$ cat config.mk
export PLATFORM = sky130hd
export DESIGN_NAME = hazard_ctrl
export DESIGN_NICKNAME = d
export VERILOG_FILES = /design/src/rtl/hazard_pkg.sv /design/src/rtl/hazard_scoreboard.sv /design/src/rtl/hazard_ctrl.sv
export SDC_FILE = /design/constraint.sdc
export NUM_CORES = 1
export LEC_CHECK = 0
export BUFFER_PORTS_ARGS = -buffer_cell sky130_fd_sc_hd__buf_2
export CORE_MARGIN = 4
export CORE_UTILIZATION = 54
export DETAILED_ROUTE_END_ITERATION = 8
export PLACE_DENSITY_LB_ADDON = 0.2
export SLEW_MARGIN = 20
export SYNTH_ARGS = -nofsm -noshare
export SYNTH_HDL_FRONTEND = slang
export SYNTH_HIERARCHICAL = 1
export SYNTH_SLANG_ARGS = --single-unit
$ cat constraint.sdc
create_clock -name Clk -period 2.7 [get_ports Clk]
set_clock_uncertainty 0.15 [all_clocks]
set_input_delay 0 -clock Clk [delete_from_list [all_inputs] [get_ports Clk]]
set_output_delay 0 -clock Clk [all_outputs]
set_load 0.01 [all_outputs]
$ cat src/rtl/hazard_pkg.sv
// Shared types and constants for the pipeline hazard controller.
// Latency: n/a (types, constants and one pure helper function only).
// Backpressure: n/a.
package hazard_pkg;

    // Register 0 is hard-wired to zero, so it never carries a dependency.
    localparam logic [4:0] REG_ZERO = 5'd0;

    // One in-flight destination register tracked by the scoreboard.
    typedef struct packed {
        logic       valid;
        logic [4:0] wreg;
    } sb_entry_t;

    // Controller FSM state encoding.
    typedef logic [1:0] state_t;
    localparam state_t ST_RUN   = 2'd0;
    localparam state_t ST_STALL = 2'd1;
    localparam state_t ST_FLUSH = 2'd2;

    // Entry for the instruction leaving ID: a bubble or an r0 write is invisible.
    function automatic sb_entry_t make_entry(input logic wr_en,
                                             input logic [4:0] wreg,
                                             input logic kill);
        sb_entry_t e;
        e.valid = wr_en && (wreg != REG_ZERO) && !kill;
        e.wreg  = wreg;
        return e;
    endfunction

endpackage

$ cat src/rtl/hazard_scoreboard.sv
// In-flight destination tracker for the EX, MEM and WB slots, with rs/rt match.
// Latency: shifts one slot per cycle; match outputs are combinational.
// Backpressure: none; the shift never stops, stalls are expressed as invalid pushes.
module hazard_scoreboard
    import hazard_pkg::*;
#(
    parameter int SB_DEPTH = 3
) (
    input  logic       clk,
    input  logic       reset,
    input  sb_entry_t  push,
    input  logic       kill_mem,
    input  logic [4:0] rs,
    input  logic [4:0] rt,
    output logic       rs_match,
    output logic       rt_match
);

    // sb[0] = EX, sb[1] = MEM, sb[2] = WB
    sb_entry_t [SB_DEPTH-1:0] sb;

    // Advance every slot each cycle; a taken branch discards the instruction moving EX->MEM.
    always_ff @(posedge clk) begin
        if (reset) begin
            sb <= '0;
        end else begin
            sb <= {sb[SB_DEPTH-2:0], push};
            if (kill_mem) begin
                sb[1] <= '0;
            end
        end
    end

    // Any valid slot matching a nonzero source register is a conflict (WB writes at the edge).
    always_comb begin
        rs_match = 1'b0;
        rt_match = 1'b0;
        for (int i = 0; i < SB_DEPTH; i++) begin
            if (sb[i].valid && (sb[i].wreg == rs) && (rs != REG_ZERO)) rs_match = 1'b1;
            if (sb[i].valid && (sb[i].wreg == rt) && (rt != REG_ZERO)) rt_match = 1'b1;
        end
    end

endmodule

$ cat src/rtl/hazard_ctrl.sv
// Pipeline hazard controller: RAW stalls from a scoreboard, flushes for jumps and taken branches.
// Latency: stall/bubble outputs are combinational; scoreboard, FSM and counters update at the edge.
// Backpressure: a RAW hazard holds PC and IF/ID and injects an ID/EX bubble until the producer retires.
module hazard_ctrl
    import hazard_pkg::*;
#(
    parameter int SB_DEPTH = 3,
    parameter int CNT_W    = 32
) (
    input  logic             Clk,
    input  logic             Reset,
    input  logic [4:0]       id_Rs,
    input  logic [4:0]       id_Rt,
    input  logic             id_uses_rs,
    input  logic             id_uses_rt,
    input  logic             id_RegWr,
    input  logic [4:0]       id_wreg,
    input  logic             ex_Jump,
    input  logic             mem_taken,
    output logic             pc_stall,
    output logic             if_id_stall,
    output logic             if_id_bubble,
    output logic             id_ex_stall,
    output logic             id_ex_bubble,
    output logic             ex_mem_bubble,
    output logic [CNT_W-1:0] stall_cnt,
    output logic [CNT_W-1:0] flush_cnt
);

    localparam logic [CNT_W-1:0] CNT_ONE = CNT_W'(1);

    logic      rs_match;
    logic      rt_match;
    logic      raw;
    logic      raw_eff;
    state_t    state;
    state_t    state_nxt;
    sb_entry_t push;

    // The instruction leaving ID enters EX unless it was replaced by a bubble.
    assign push = make_entry(id_RegWr, id_wreg, id_ex_bubble);

    hazard_scoreboard #(
        .SB_DEPTH (SB_DEPTH)
    ) u_sb (
        .clk      (Clk),
        .reset    (Reset),
        .push     (push),
        .kill_mem (mem_taken),
        .rs       (id_Rs),
        .rt       (id_Rt),
        .rs_match (rs_match),
        .rt_match (rt_match)
    );

    assign raw     = (id_uses_rs && rs_match) || (id_uses_rt && rt_match);
    // In FLUSH, ID holds a bubble, so whatever is on its fields is not a real reader.
    assign raw_eff = raw && (state != ST_FLUSH);

    // ID/EX is never held: stalls always resolve by bubbling ID/EX instead.
    assign id_ex_stall = 1'b0;

    // Prioritised pipeline control: taken branch, then jump, then RAW stall.
    always_comb begin
        pc_stall      = 1'b0;
        if_id_stall   = 1'b0;
        if_id_bubble  = 1'b0;
        id_ex_bubble  = 1'b0;
        ex_mem_bubble = 1'b0;
        if (!Reset) begin
            if (mem_taken) begin
                if_id_bubble  = 1'b1;
                id_ex_bubble  = 1'b1;
                ex_mem_bubble = 1'b1;
            end else if (ex_Jump) begin
                if_id_bubble  = 1'b1;
                id_ex_bubble  = 1'b1;
            end else if (raw_eff) begin
                pc_stall      = 1'b1;
                if_id_stall   = 1'b1;
                id_ex_bubble  = 1'b1;
            end
        end
    end

    // Next-state logic: any flush overrides a stall; FLUSH lasts one cycle unless re-branched.
    always_comb begin
        state_nxt = ST_RUN;
        case (state)
            ST_RUN, ST_STALL: begin
                if (mem_taken || ex_Jump) state_nxt = ST_FLUSH;
                else if (raw)             state_nxt = ST_STALL;
                else                      state_nxt = ST_RUN;
            end
            ST_FLUSH: begin
                state_nxt = mem_taken ? ST_FLUSH : ST_RUN;
            end
            default: state_nxt = ST_RUN;
        endcase
    end

    // State register and free-running performance counters (wrap naturally).
    always_ff @(posedge Clk) begin
        if (Reset) begin
            state     <= ST_RUN;
            stall_cnt <= '0;
            flush_cnt <= '0;
        end else begin
            state <= state_nxt;
            if (pc_stall)               stall_cnt <= stall_cnt + CNT_ONE;
            if (mem_taken || ex_Jump)   flush_cnt <= flush_cnt + CNT_ONE;
        end
    end

endmodule
==> results.md <==
* Worst-path maximum fanout at 24
* Register area share after synthesis at 0.415
* Unrepaired setup endpoints after global routing: yes
* Vias in the first global route at 3408
* Setup Viol. Count Final at 0
* Max Cap Viol at 0
* Leak at 1.93 nW
* Worst VDD drop at 0.254 mV
* Distinct cells, synth at 39
* Final wirelength at 9.56 mm
* Worst-Margin Slew at 848 ps
* Syn Area/Cell at 8.68 um2
* Crit path kind: reg2out
* Clock latency on the worst-skew pair at 350 ps
* Synth Flop Type: dfxtp_1
* Pins Over Slew Limit at 0
* Via count at 3553
* Mapped Nets at 491
* Initial antenna violation count at 0
* Fin crit period at 2590 ps
* Num CTS Buffers at 9
* Routed Antenna Nets at 0
* Placed Area at 4570 um2
* Die height at 94.6 um
* Tot GR Track Use at 0.216
* DRT iter0 DRCs at 134
* Clock sinks at 84
* Worst setup EP type: primary output
* Std-Cell Rows at 31
* Largest net degree at the start of global routing at 89
* Final non-filler cell area at 4920 um2
* Leading cell type in the layout, fill and taps excluded: buf_2
* Slew Limit Headroom at 0.435
* Slowest CP cell: dfxtp_1
* Root buffer cell: clkbuf_8
* # port buffers at 90
* Cell mode on critical path: nand3_1
* Clock transition at path regs at 90 ps
* Type of origin of the critical path: flop
* Hold Crit Class: in2reg
* Congestion Overflow GR at 0
* Starting Density at 0.559
* Post-route clock period utilization at 0.960
* N_diodes at 0
* Power, Total at 2.30 mW
* # nets final at 587
* Core Footprint at 7250 um2
* Post-DR wirelength/cell at 14.3 um
* EDFF count, synth at 0
* Synth-to-layout area growth at 21.4%
* GPL Wtd Cong at 0.895
* DR vias/cell at 5.33
* DRC at 0
* Mapped cell area at 4050 um2
* Cell Chain, Critical Path: xor2_1, nor4_2, nand3_1, a21oi_1, a22o_1, nand3_1, buf_4, nor2_1, buf_2
* Global-route wire length before repair at 15.6 mm
* # fillers at 648
* Ys async rst share at 0
* Setup TNS at 0 ps
* Yosys reg bits at 84
* Share of cells above drive strength 1 at 0.238
* Status: finished clean
* DRT Pass-1 Iters at 4
* Hold Violations, Final at 0
* Synthesis warning total at 6
* Power density cells at 467 nW/um2
* Crit path DAT at 2440 ps
* Most frequent cells in the layout: buf_2 (90), dfxtp_1 (84), nor2_1 (64)
* DIE AREA at 8950 um2
* Hold Slack at 25.7 ps
* Required @ worst endpoint at 2550 ps
* H-tree levels at 3
* Top achievable clock speed at 386 MHz
* Clock Path Buffers at 2
* Max incr delay on CP at 350 ps
* I/O pin cnt at 92
* Synth Instances at 467
* Die width at 94.6 um
* CTS tree: built
* Dpl hpwl at 6.81 mm
-- report_power, final --
part	switching (mW)	internal (mW)	total [mW]
combinational	0.0784	0.0579	0.136
clock	0.465	0.430	0.895
sequential	0.0143	1.25	1.27
-- worst max-delay path: cells and delay by family, from the launching register on --
kind / cells / cell delay [ps]
AOI/OAI and AO/OA: 2 / 370
buffers and inverters: 2 / 430
DFF: 1 / 350
xor gates and xnor gates: 1 / 190
and+or+nand+nor: 4 / 750
-- path summary, 6_finish.rpt --
kind                    start       endpoint  slack, ps  cells after the start
hold / removal          Reset  stall_cnt[29]         30                      5
setup / recovery   u_sb/sb[1]       pc_stall        110                      9
setup reg to reg   u_sb/sb[1]  stall_cnt[29]        130                      9
hold reg to reg   u_sb/sb[11]    u_sb/sb[17]        330                      1
-- layer usage --
layer  wire length [um]  track usage
met5                  0            0
met4                165       0.0962
met3                635       0.0454
met2               4480        0.347
met1               4280        0.280
-- Yosys cell counts (4+ instances only) --
master | count | area share
a21oi_1 | 15 | 0.019
and2_1 | 12 | 0.019
and3_1 | 5 | 0.0077
and4_1 | 4 | 0.0086
buf_1 | 5 | 0.0046
buf_2 | 4 | 0.0049
clkbuf_1 | 9 | 0.0083
dfxtp_1 | 84 | 0.42
inv_1 | 7 | 0.0065
nand2_1 | 31 | 0.029
nand3_1 | 23 | 0.028
nand4_1 | 16 | 0.025
nor2_1 | 64 | 0.059
nor2b_1 | 19 | 0.029
nor3_1 | 11 | 0.014
nor4_1 | 19 | 0.029
nor4_2 | 5 | 0.015
o21ai_0 | 11 | 0.014
or3_1 | 8 | 0.012
or4_1 | 8 | 0.015
xnor2_1 | 42 | 0.091
xor2_1 | 37 | 0.080
-- kinds of logic after synthesis --
| family | Yosys count | synth area share |
|---|---|---|
| AOI/OAI and AO/OA | 34 | 0.0494 |
| xor gates and xnor gates | 79 | 0.171 |
| adders and majority gates | 2 | 0.00618 |
| buffers and inverters | 27 | 0.0281 |
| DFF | 84 | 0.415 |
| muxes | 2 | 0.00556 |
| other | 1 | 0.000926 |
| and+or+nand+nor | 238 | 0.324 |
-- sequential cells by signal, indices dropped and copies added, names as in the netlist --
| register | flops |
|---|---|
| u_sb/sb | 18 |
| stall_cnt | 32 |
| state | 2 |
| flush_cnt | 32 |
-- through the flow --
stage | instances | util | setup slack, ps
floorplan | 467 | - | 315
global placement | 640 | 0.630 | 217
detailed placement | 640 | 0.630 | 56.4
CTS | 666 | 0.671 | 32.9
global route | 667 | 0.678 | -62.4
finish | 667 | 0.678 | 108
-- area by class of cell --
cell class                 instances  area (um2)  share of cell area
clock buffer                       9         124              0.0252
inverter                           7        26.3             0.00534
sequential                        84        1680               0.342
tap                               99         124              0.0252
timing repair buffer             105         588               0.120
clock inverter                     7        75.1              0.0153
multi-input combinational        356        2300               0.468
-- timing repair --
action,CTS,global route
hold endpoints to repair,14,0
buffers inserted,0,1
hold buffers,10,0
resized for setup,0,8
setup endpoints to repair,0,12
(Power assumes the default switching activity.)
